`src/rtl/kgp_risc_pkg.sv`:
```
// Shared ISA constants, ALU encodings and decode-stage FSM encoding for the KGP RISC core.
package kgp_risc_pkg;

   localparam logic [5:0] OP_RTYPE = 6'h00;
   localparam logic [5:0] OP_ADDI  = 6'h01;
   localparam logic [5:0] OP_LW    = 6'h02;
   localparam logic [5:0] OP_SW    = 6'h03;
   localparam logic [5:0] OP_J     = 6'h05;
   localparam logic [5:0] OP_HALT  = 6'h3F;

   localparam logic [3:0] ALU_NONE = 4'h0;
   localparam logic [3:0] ALU_ADD  = 4'h2;

   typedef enum logic [1:0] {
      ST_RUN    = 2'd0,
      ST_BUBBLE = 2'd1,
      ST_HALT   = 2'd2
   } state_t;

   // Everything the decode stage needs from one instruction word.
   typedef struct packed {
      logic [4:0]  rs;
      logic [4:0]  rt;
      logic [31:0] imm_ext;
      logic [3:0]  alu_op;
      logic        reg_write;
      logic        mem_read;
      logic        mem_write;
      logic        is_jump;
      logic        is_halt;
      logic        is_load;
      logic        reads_rt;
   } ctrl_t;

   function automatic logic [31:0] sign_ext16(input logic [15:0] v);
      return {{16{v[15]}}, v};
   endfunction

endpackage

```
`src/rtl/instr_decoder.sv`:
```
// Purely combinational instruction decoder: splits the word into fields and control bits.
module instr_decoder
   import kgp_risc_pkg::*;
#(
   parameter int PC_W    = 8,
   parameter int INSTR_W = 32
) (
   input  logic [INSTR_W-1:0] instr,
   output ctrl_t              dec,
   output logic [PC_W-1:0]    jump_target
);

   logic [5:0] opcode;

   assign opcode      = instr[31:26];
   assign jump_target = instr[PC_W-1:0];

   always_comb begin
      dec           = '0;
      dec.rs        = instr[25:21];
      dec.rt        = instr[20:16];
      dec.imm_ext   = sign_ext16(instr[15:0]);
      dec.alu_op    = ALU_NONE;
      case (opcode)
         OP_RTYPE: begin
            dec.alu_op    = instr[3:0];
            dec.reg_write = 1'b1;
            dec.reads_rt  = 1'b1;
         end
         OP_ADDI: begin
            dec.alu_op    = ALU_ADD;
            dec.reg_write = 1'b1;
         end
         OP_LW: begin
            dec.mem_read  = 1'b1;
            dec.reg_write = 1'b1;
            dec.is_load   = 1'b1;
         end
         OP_SW: begin
            dec.mem_write = 1'b1;
            dec.reads_rt  = 1'b1;
         end
         OP_J:    dec.is_jump = 1'b1;
         OP_HALT: dec.is_halt = 1'b1;
         default: ;
      endcase
   end

endmodule

```
`src/rtl/decode_stage.sv`:
```
// Decode pipeline stage: run/bubble/halt FSM, load-use hazard tracker and registered decode outputs.
module decode_stage
   import kgp_risc_pkg::*;
#(
   parameter int PC_W    = 8,
   parameter int INSTR_W = 32
) (
   input  logic               clk,
   input  logic               rst,
   input  logic [INSTR_W-1:0] instr,
   input  logic [PC_W-1:0]    next_PC,
   input  logic               if_valid,
   output logic               PC_select,
   output logic [PC_W-1:0]    branch_PC,
   output logic               stall_if,
   output logic               id_valid,
   output logic [4:0]         rs_addr,
   output logic [4:0]         rt_addr,
   output logic [31:0]        imm_ext,
   output logic [3:0]         alu_op,
   output logic               reg_write,
   output logic               mem_read,
   output logic               mem_write,
   output logic [PC_W-1:0]    id_PC,
   output logic               halted,
   output state_t             fsm_state
);

   state_t          state, state_next;
   ctrl_t           dec;
   logic [PC_W-1:0] jump_target;
   logic [4:0]      ld_rt;
   logic            hazard;
   logic            accept;

   instr_decoder #(.PC_W(PC_W), .INSTR_W(INSTR_W)) u_dec (
      .instr       (instr),
      .dec         (dec),
      .jump_target (jump_target)
   );

   // ld_rt holds the destination of the last accepted LW; zero means no pending load.
   always_comb begin
      hazard = 1'b0;
      if (state == ST_RUN && if_valid && ld_rt != 5'd0)
         hazard = (dec.rs == ld_rt) || (dec.reads_rt && dec.rt == ld_rt);
   end

   // Combinational outputs are gated by rst so they read 0 the instant reset asserts.
   assign accept    = rst && state == ST_RUN && if_valid && !hazard;
   assign stall_if  = rst && (state == ST_HALT || hazard);
   assign PC_select = accept && dec.is_jump;
   assign branch_PC = PC_select ? jump_target : '0;
   assign halted    = (state == ST_HALT);
   assign fsm_state = state;

   always_comb begin
      state_next = state;
      case (state)
         ST_RUN: begin
            if (accept && dec.is_jump)      state_next = ST_BUBBLE;
            else if (accept && dec.is_halt) state_next = ST_HALT;
         end
         ST_BUBBLE: state_next = ST_RUN;
         ST_HALT:   state_next = ST_HALT;
         default:   state_next = ST_RUN;
      endcase
   end

   always_ff @(posedge clk or negedge rst) begin
      if (!rst) state <= ST_RUN;
      else      state <= state_next;
   end

   // The stall cycle covers the load latency, so the tracker clears as it stalls.
   always_ff @(posedge clk or negedge rst) begin
      if (!rst)         ld_rt <= 5'd0;
      else if (hazard)  ld_rt <= 5'd0;
      else if (accept)  ld_rt <= dec.is_load ? dec.rt : 5'd0;
   end

   always_ff @(posedge clk or negedge rst) begin
      if (!rst) begin
         id_valid  <= 1'b0;
         rs_addr   <= 5'd0;
         rt_addr   <= 5'd0;
         imm_ext   <= 32'd0;
         alu_op    <= ALU_NONE;
         reg_write <= 1'b0;
         mem_read  <= 1'b0;
         mem_write <= 1'b0;
         id_PC     <= '0;
      end else if (accept) begin
         id_valid  <= 1'b1;
         rs_addr   <= dec.rs;
         rt_addr   <= dec.rt;
         imm_ext   <= dec.imm_ext;
         alu_op    <= dec.alu_op;
         reg_write <= dec.reg_write;
         mem_read  <= dec.mem_read;
         mem_write <= dec.mem_write;
         id_PC     <= next_PC;
      end else begin
         // Fields hold; only the strobes drop so nothing downstream acts.
         id_valid  <= 1'b0;
         reg_write <= 1'b0;
         mem_read  <= 1'b0;
         mem_write <= 1'b0;
      end
   end

endmodule
```
`config.mk`:
```
export PLATFORM = sky130hd
export DESIGN_NAME = decode_stage
export DESIGN_NICKNAME = d
export VERILOG_FILES = /design/src/rtl/kgp_risc_pkg.sv /design/src/rtl/instr_decoder.sv /design/src/rtl/decode_stage.sv
export SDC_FILE = /design/constraint.sdc
export NUM_CORES = 1
export LEC_CHECK = 0
export BUFFER_PORTS_ARGS = -buffer_cell sky130_fd_sc_hd__buf_2
export CAP_MARGIN = 20
export CELL_PAD_IN_SITES_DETAIL_PLACEMENT = 1
export CELL_PAD_IN_SITES_GLOBAL_PLACEMENT = 1
export CORE_AREA = 5 5 92 94
export CTS_BUF_LIST = sky130_fd_sc_hd__clkbuf_2
export CTS_CLUSTER_DIAMETER = 80
export DETAILED_ROUTE_END_ITERATION = 8
export DIE_AREA = 0 0 97 99
export PLACE_DENSITY = 0.8
export SLEW_MARGIN = 20
export SYNTH_ARGS = -nofsm -noshare
export SYNTH_HDL_FRONTEND = slang
export SYNTH_SLANG_ARGS = --single-unit
```
`constraint.sdc`:
```
create_clock -name clk -period 2 [get_ports clk]
set_input_delay 0.4 -clock clk [delete_from_list [all_inputs] [get_ports clk]]
set_output_delay 0.4 -clock clk [all_outputs]
set_load 0.02 [all_outputs]
```
==> results.toml, run 1 <==
[grt]
track_usage_pct = 14.73
grt_pass1_vias = 2131
grt_max_degree = 50
grt_pass1_wl_mm = 11.23
grt_remaining_overflow = 0
antenna_found_initial = 0

[power]
p_switching_uw = 829.0
powerDensity_nw_per_um2 = 692.5
sequentialPowerShare_pct = 48.9
clockPowerShare_pct = 16.0
peakVddDrop_mv = 0.2690
sw_frac_of_total_pct = 34.28
leakagePower_uw = 0.001803
power_frac_comb_pct = 35.1
p_int_uw = 1589

[drt]
drtIter0Drc = 23
wirelength_mm = 6.944
via_per_inst = 4.445
num_vias = 1827
remaining_drc_errors = 0
wl_per_cell_um = 16.90
antenna_left = 0
dr.pass1.iters = 4

[floorplan]
num_rows = 32
die_w_um = 97
core_sq_um = 7567
io_pins = 114
initial_core_util_pct = 31.55
die_h_um = 99
dieArea_sq_um = 9603

[timing]
tns_ps = -23890
rsz0062_at_grt = "yes"
setup_slack_ps = -710.1
hold_viol_final = 0
setup_viol_count_final = 54
worstMarginPinSlew_ps = 637.3
slew_headroom_pct = 57.51
min_period_over_period_pct = 135.5
fin_skew_ps = 19.16
slew_viol_final = 0
max_freq_ghz = 0.3690
finalWorstPathRequiredPeriod_ps = 2710

[cts]
htreeDepth = 2
clock_sinks = 49
clkTransAtPathRegs_ps = 240
insertion_delay_ps = 430
cts_buffer_depth = 2
numCtsBuffers = 5
root_buffer = "clkbuf_2"
cts_tree = "built"
cts_hold_buffers = 0

[synth]
synthAdderAreaFrac_pct = 0
synth.yosys.seq_area_share_pct = 51.36
synth-edff-count = 0
synthesis.nets = 214
synth_top_area_cell = "dfrtp_1"
synth_compound_area_share_pct = 3.092
ys_top_cells_by_count = "49 x dfrtp_1, 32 x mux2_4, 16 x buf_4, 8 x and2_1, 7 x xor2_1"
netlist-cell-type-count = 32
avgSynthCellArea_sq_um = 13.96
ys_ff_latch = 49
synth-simple-area-share_pct = 10.85
muxShareOfSynthArea_pct = 22.80
ys_async_sr_fraction_pct = 100.0
synth_area_leaders = "dfrtp_1 51%, mux2_4 20%, buf_4 5.0%"
syn_area_sq_um = 2387
yosys.cell_count.top_type = "dfrtp_1"
synth_top_cell_area_share_pct = 51.36
synth_xor_area_share_pct = 4.036
ys.flop_type = "dfrtp_1"
synth_top_family_by_area = "multiplexers"
yosys_warnings = 0
syn_inst = 171

[setup_path]
worstSetupPathType = "register to output pin"
critical_path_required_ps = 1600
reg2reg_slack_ps = -480
cp.arrival_ps = 2310
start_kind = "register"
critPathMaxFanout = 9
end_kind = "output pin"

[placed_design]
dpl.hpwl_mm = 4.762
port_buffers = 113
gp_congestion = 0.8089
placed_cells = 392
dpl-instance-area_sq_um = 3138
place_ws_ps = -328.4

[finish]
final_cell_area_sq_um = 3492
drive_gt1_share_pct = 68.93
fill_cells = 836
area_growth_pct = 46.28
finalNetCount = 352
antenna_cells = 0
stdcell_count = 411

[flow_run]
maxCapViolCount = 0

[status]
violations = "negative setup slack"
outcome = "finished, violations left"

[min_path]
min_path_type = "input port to async pin"
[per-stage QoR]
| step | hold slack (ps) | utilization [%] | total power (uW) |
|---|---|---|---|
| 6_report | 94.65 | 46.15 | 2418 |
| 4_1_cts | 94.25 | 47.01 | 2477 |
| 3_5_place_dp | 487.5 | 41.47 | 1986 |
| 3_3_place_gp | 487.4 | 41.47 | 1970 |
| 5_1_grt | 125.2 | 46.15 | 2548 |
| 2_1_floorplan | 104.4 | - | 1740 |
[power groups by stage]
| stage | Combinational [uW] | Sequential (uW) | Clock [uW] |
|---|---|---|---|
| detailed placement | 789 | 1200 | 0 |
| finish | 849 | 1180 | 387 |
| global placement | 777 | 1190 | 0 |
| floorplan | 393 | 1350 | 0 |
| CTS | 879 | 1180 | 414 |
| global route | 903 | 1200 | 442 |
[routing by layer]
layer,GRT usage (%),routed length (um)
met1,17.06,2803
met2,26.75,3649
met3,3.397,402
met4,4.968,89
met5,0,0
[cell families (layout without fill, tap and decap cells)]
logic type	after synthesis	count (layout)
DFF	49	49
and+or+nand+nor	40	40
muxes	38	38
buffers and inverters	24	162
xor gates and xnor gates	11	11
AOI/OAI and AO/OA	9	9
[sequential cells by signal, summed over array words and instances (netlist names), 2 cells and up]
signal     cells
id_PC          8
alu_op         4
rs_addr        5
imm_ext       16
ld_rt          5
rt_addr        5
fsm_state      2
[worst max-delay path: stages (launching register included)]
cell,delay [ps]
dfrtp_2,500
buf_4,140
xor2_1,150
nor3_1,180
nand3_1,180
a21oi_4,220
nor4_4,50
buf_6,140
and2_2,200
buf_6,130
[layout make-up]
cell class / instances / area (sq um) / share of cell area, %
Sequential cell: 49 / 1227 / 35.15
Clock inverter: 1 / 3.754 / 0.1075
Clock buffer: 6 / 30.03 / 0.8599
Tap cell: 102 / 127.6 / 3.655
Timing Repair Buffer: 152 / 1060 / 30.35
Inverter: 3 / 11.26 / 0.3225
Multi-Input combinational cell: 98 / 1032 / 29.56
[cell usage in the layout (no fill, tap or decap), types with 4 or more instances in the layout]
cell type  count
nand2_1        5
a22oi_1        5
dfrtp_1       48
nor2_1         6
buf_12         6
buf_4         24
buf_6         15
xor2_1         7
buf_2        104
and2_2         5
mux2_4        35
xnor2_1        4
clkbuf_2       6
[worst paths after layout]
check / depth (start not counted) / startpoint / endpoint
max in group asynchronous: 2 / rst / imm_ext[1]
worst max-delay path: 9 / ld_rt[1] / branch_PC[3]
min in group clk: 2 / instr[15] / imm_ext[15]
worst min-delay path: 2 / rst / id_PC[0]
worst max register to register: 14 / ld_rt[1] / reg_write
worst min register to register: 1 / imm_ext[1] / imm_ext[1]
[repair_timing]
action,4_1_cts,5_1_grt
gates resized for setup,41,8
setup buffers,12,1
endpoints found under the setup margin,52,60
gates cloned,4,0
pin swaps,5,6
(Power assumes the default switching activity.)
==> run 2: changes to the inputs <==
- PLACE_DENSITY: 0.8 -> not set
- PLACE_DENSITY_LB_ADDON: not set -> 0.1
==> results.toml, run 2 (synthesis gave the netlist of run 1 again) <==
[status]
outcome = "finished, violations left"
violations = "negative setup slack"

[setup_path]
crit_slowest_cell = "or4_4"
start_kind = "register"
cpLargestDelayFamily = "simple AND/OR/NAND/NOR gates"
critical_path_required_ps = 1600
worstSetupPathType = "register to output pin"
r2r_start = "ld_rt[1]"
cp.arrival_ps = 2270
r2r_cells = 8
cpPeakStageDelay_ps = 560
path_common_cell = "buf_6"
critPathMaxFanout = 9
crit_buf_inv = 2
r2r_end = "imm_ext[0]"
reg2reg_slack_ps = -370
end_kind = "output pin"
worstPathCellList = "or4_4, o21ai_4, a21oi_4, nor4_4, buf_6, and2_2, buf_6"

[finish]
antenna_cells = 0
area_growth_pct = 42.24
mostFrequentLayoutCells = "105 x buf_2, 47 x dfrtp_1, 32 x mux2_4"
top_register = "imm_ext"
final_common_cell = "buf_2"
finalNetCount = 344
drive_gt1_share_pct = 67.88
utilization_pct = 44.87
final_cell_area_sq_um = 3396
largest_reg_flops = 16
reg.largest.list = "imm_ext (16), id_PC (8)"

[floorplan]
num_rows = 32
die_h_um = 99
io_pins = 114
initial_core_util_pct = 31.55
die_w_um = 97
core_sq_um = 7567
dieArea_sq_um = 9603

[placed_design]
dpl.hpwl_mm = 4.691
dpl-instance-area_sq_um = 3133
port_buffers = 113
place_ws_ps = -351.6
gp_congestion = 0.7384

[drt]
antenna_left = 0
via_per_inst = 4.478
remaining_drc_errors = 0
num_vias = 1809
wirelength_mm = 6.593
dr.pass1.iters = 4
drtIter0Drc = 33
wl_per_cell_um = 16.32

[power]
peakVddDrop_mv = 0.3514
powerDensity_nw_per_um2 = 742.7
sequentialPowerShare_pct = 46.7
p_switching_uw = 828.8
p_total_uw = 2522
sw_frac_of_total_pct = 32.86
leakagePower_uw = 0.001755
clockPowerShare_pct = 21.2
power_frac_comb_pct = 32.1
p_int_uw = 1693

[cts]
clkTransAtPathRegs_ps = 240
numCtsBuffers = 5
insertion_delay_ps = 430
root_buffer = "clkbuf_2"
htreeDepth = 2
clock_sinks = 49
cts_tree = "built"
cts_buffer_depth = 2

[timing]
tns_ps = -17470
min_period_over_period_pct = 133.7
rsz0062_at_grt = "yes"
hold_viol_final = 0
slew_viol_final = 0
fin_skew_ps = 9.566
max_freq_ghz = 0.3740
slew_headroom_pct = 57.47
finalWorstPathRequiredPeriod_ps = 2674
setup_viol_count_final = 53
setup_slack_ps = -673.7
worstMarginPinSlew_ps = 637.9

[grt]
use_met2_pct = 24.20
grt_pass1_wl_mm = 10.68
antenna_found_initial = 0
grt_max_degree = 50
track_usage_pct = 13.92
busiest_layer = "met2"
grt_remaining_overflow = 0
use_met1_pct = 16.38
met3_usage_pct = 4.317
grt_pass1_vias = 1973

[flow_run]
maxCapViolCount = 0

[min_path]
min_path_type = "input port to async pin"
==> run 2: changes by cell type in the layout (fill, tap and decap cells not counted), sizes merged <==
cell,delta
buf,-9
bufbuf,+1
bufinv,+1
==> run 2: worst reg2reg max path, stage by stage (launching register included) <==
cell and delay, ps:
dfrtp_2 490, or4_4 560, o21ai_4 160, a21oi_4 50
buf_4 180, nor2_4 160, buf_12 140, bufbuf_16 260
mux2_4 290
==> run 2: routing by layer <==
| layer | vias to the layer above | routed length, um |
|---|---|---|
| li1 | 840 | - |
| met1 | 887 | 2754 |
| met2 | 76 | 3265 |
| met3 | 6 | 484 |
| met4 | 0 | 88 |
| met5 | - | 0 |
==> run 2: cell type report <==
class | count | area (sq um)
Sequential cell | 49 | 1229
Multi-Input combinational cell | 98 | 1006
Inverter | 3 | 11.26
Clock inverter | 2 | 33.78
Fill cell | 832 | 4172
Timing Repair Buffer | 144 | 958.4
Tap cell | 102 | 127.6
Clock buffer | 6 | 30.03
==> run 2: worst max-delay path by stage <==
stage                          from      endpoint  cells after the start
after floorplan            ld_rt[1]  branch_PC[0]                      5
after global placement    instr[27]  branch_PC[7]                      9
after detailed placement  instr[27]  branch_PC[4]                      9
after CTS                  ld_rt[1]  branch_PC[6]                      7
after global routing       ld_rt[1]  branch_PC[5]                      7
final                      ld_rt[1]  branch_PC[5]                      7
==> run 2: what timing repair did <==
item,CTS,global route
gates cloned,2,0
resized for setup,21,6
endpoints found under the setup margin,53,53
pin swaps,1,5
buffers inserted,5,1
hold buffers,0,0
==> run 2: through the flow <==
stage / hold slack [ps] / instances
final: 94.79 / 404
after global routing: 124.4 / 404
after CTS: 107.6 / 403
after detailed placement: 487.5 / 388
after global placement: 486.1 / 388
after floorplan: 104.4 / 171
==> run 2: power groups by stage <==
| stage | clock [uW] | combinational [uW] | sequential, uW |
|---|---|---|---|
| 3_3_place_gp | 0 | 785 | 1190 |
| 6_report | 535 | 809 | 1180 |
| 5_1_grt | 594 | 861 | 1200 |
| 4_1_cts | 560 | 823 | 1180 |
| 3_5_place_dp | 0 | 791 | 1200 |
| 2_1_floorplan | 0 | 393 | 1350 |
==> run 3: changes to the inputs <==
- CORE_AREA: 5 5 92 94 -> 5 5 93 95
- CTS_BUF_LIST: sky130_fd_sc_hd__clkbuf_2 -> not set
- DIE_AREA: 0 0 97 99 -> 0 0 98 100
- GPL_TIMING_DRIVEN: not set -> 0
- SKIP_CTS_REPAIR_TIMING: not set -> 1
==> results.toml, run 3 (synthesis gave the netlist of run 1 again) <==
[setup_path]
crit_buf_inv = 2
r2r_end = "alu_op[1]"
worstSetupPathType = "register to output pin"
crit_start = "ld_rt[0]"
cp.arrival_ps = 2200
r2r_start = "ld_rt[3]"
r2r_cells = 12
cpPeakStageDelay_ps = 470
critical_path_required_ps = 1600
end_kind = "output pin"
critPathMaxFanout = 9
crit_slowest_cell = "dfrtp_2"
cpLargestDelayFamily = "simple AND/OR/NAND/NOR gates"
start_kind = "register"
worstPathCellList = "xor2_1, nor3_1, nand3_1, a21oi_4, nor4_4, buf_6, and2_2, buf_4"
reg2reg_slack_ps = -550

[cts]
root_buffer = "clkbuf_8"
insertion_delay_ps = 300
clkTransAtPathRegs_ps = 90
cts_buffer_depth = 2
htreeDepth = 2
clock_sinks = 49
numCtsBuffers = 5
cts_tree = "built"

[floorplan]
die_w_um = 98
dieArea_sq_um = 9800
die_h_um = 100
num_rows = 32
initial_core_util_pct = 31.22
core_sq_um = 7647
io_pins = 114

[finish]
largest_reg_flops = 16
utilization_pct = 45.62
final_common_cell = "buf_2"
top_register = "imm_ext"
drive_gt1_share_pct = 70.10
reg.largest.list = "imm_ext (16), id_PC (8)"
finalNetCount = 353
area_growth_pct = 46.12
fill_cells = 828
mostFrequentLayoutCells = "108 x buf_2, 47 x dfrtp_1, 32 x mux2_4"
antenna_cells = 0

[grt]
grt_pass1_wl_mm = 9.998
grt_pass1_vias = 1869
grt_remaining_overflow = 0
antenna_found_initial = 0
grt_max_degree = 52
track_usage_pct = 12.59

[drt]
wirelength_mm = 6.409
drtIter0Drc = 30
dr.pass1.iters = 3
remaining_drc_errors = 0
num_vias = 1808
via_per_inst = 4.378
wl_per_cell_um = 15.52
antenna_left = 0

[timing]
fin_skew_ps = 7.889
slew_viol_final = 0
min_period_over_period_pct = 129.8
finalWorstPathRequiredPeriod_ps = 2597
hold_viol_final = 0
slew_headroom_pct = 66.21
setup_viol_count_final = 53
setup_slack_ps = -597.0
max_freq_ghz = 0.3851
rsz0062_at_grt = "yes"
worstMarginPinSlew_ps = 506.9

[status]
violations = "negative setup slack"
outcome = "finished, violations left"

[placed_design]
dpl.hpwl_mm = 4.618
gp_congestion = 0.7299
place_ws_ps = -712.0
port_buffers = 112

[min_path]
min_path_type = "input port to async pin"

[power]
powerDensity_nw_per_um2 = 799.3
peakVddDrop_mv = 0.2733
leakagePower_uw = 0.001809

[flow_run]
maxCapViolCount = 0
==> run 3: routing by layer <==
layer | global-route usage [%] | routed length [um]
met3 | 4.378 | 484
met5 | 0 | 0
met2 | 19.63 | 3107
met4 | 3.195 | 48
met1 | 16.79 | 2768
==> run 3: worst max-delay path by stage <==
stage	endpoint	cells after the start
global route	branch_PC[6]	8
global placement	branch_PC[1]	5
finish	branch_PC[6]	8
detailed placement	branch_PC[1]	5
floorplan	branch_PC[0]	5
CTS	branch_PC[1]	5
==> run 3: final cells by class <==
cell class / instances / area (sq um) / share of cell area (%)
well taps: 102 / 127.6 / 3.659
clock buffers: 6 / 82.58 / 2.367
clock inverters: 2 / 37.54 / 1.076
inverters: 3 / 11.26 / 0.3228
repair buffers: 132 / 777.0 / 22.27
multi-input cells: 98 / 1018 / 29.20
plain buffers: 21 / 205.2 / 5.882
flip-flops and latches: 49 / 1229 / 35.22
==> run 3: per-stage QoR <==
step	cell area (sq um)	hold slack, ps	power, uW	setup TNS [ps]	std cells
floorplan	2414	104.4	1740	-4223	171
global placement	3102	487.8	2038	-46070	385
detailed placement	3104	482.4	2044	-22030	385
CTS	3224	147.4	2806	-19850	393
global route	3488	67.93	2931	-33590	413
finish	3488	49.84	2788	-27750	413
==> run 3: report_power, final <==
part | total, uW | internal, uW | switching, uW
sequential | 1190 | 1110 | 78.6
combinational | 864 | 421 | 444
clock | 737 | 407 | 331
total | 2790 | 1940 | 853
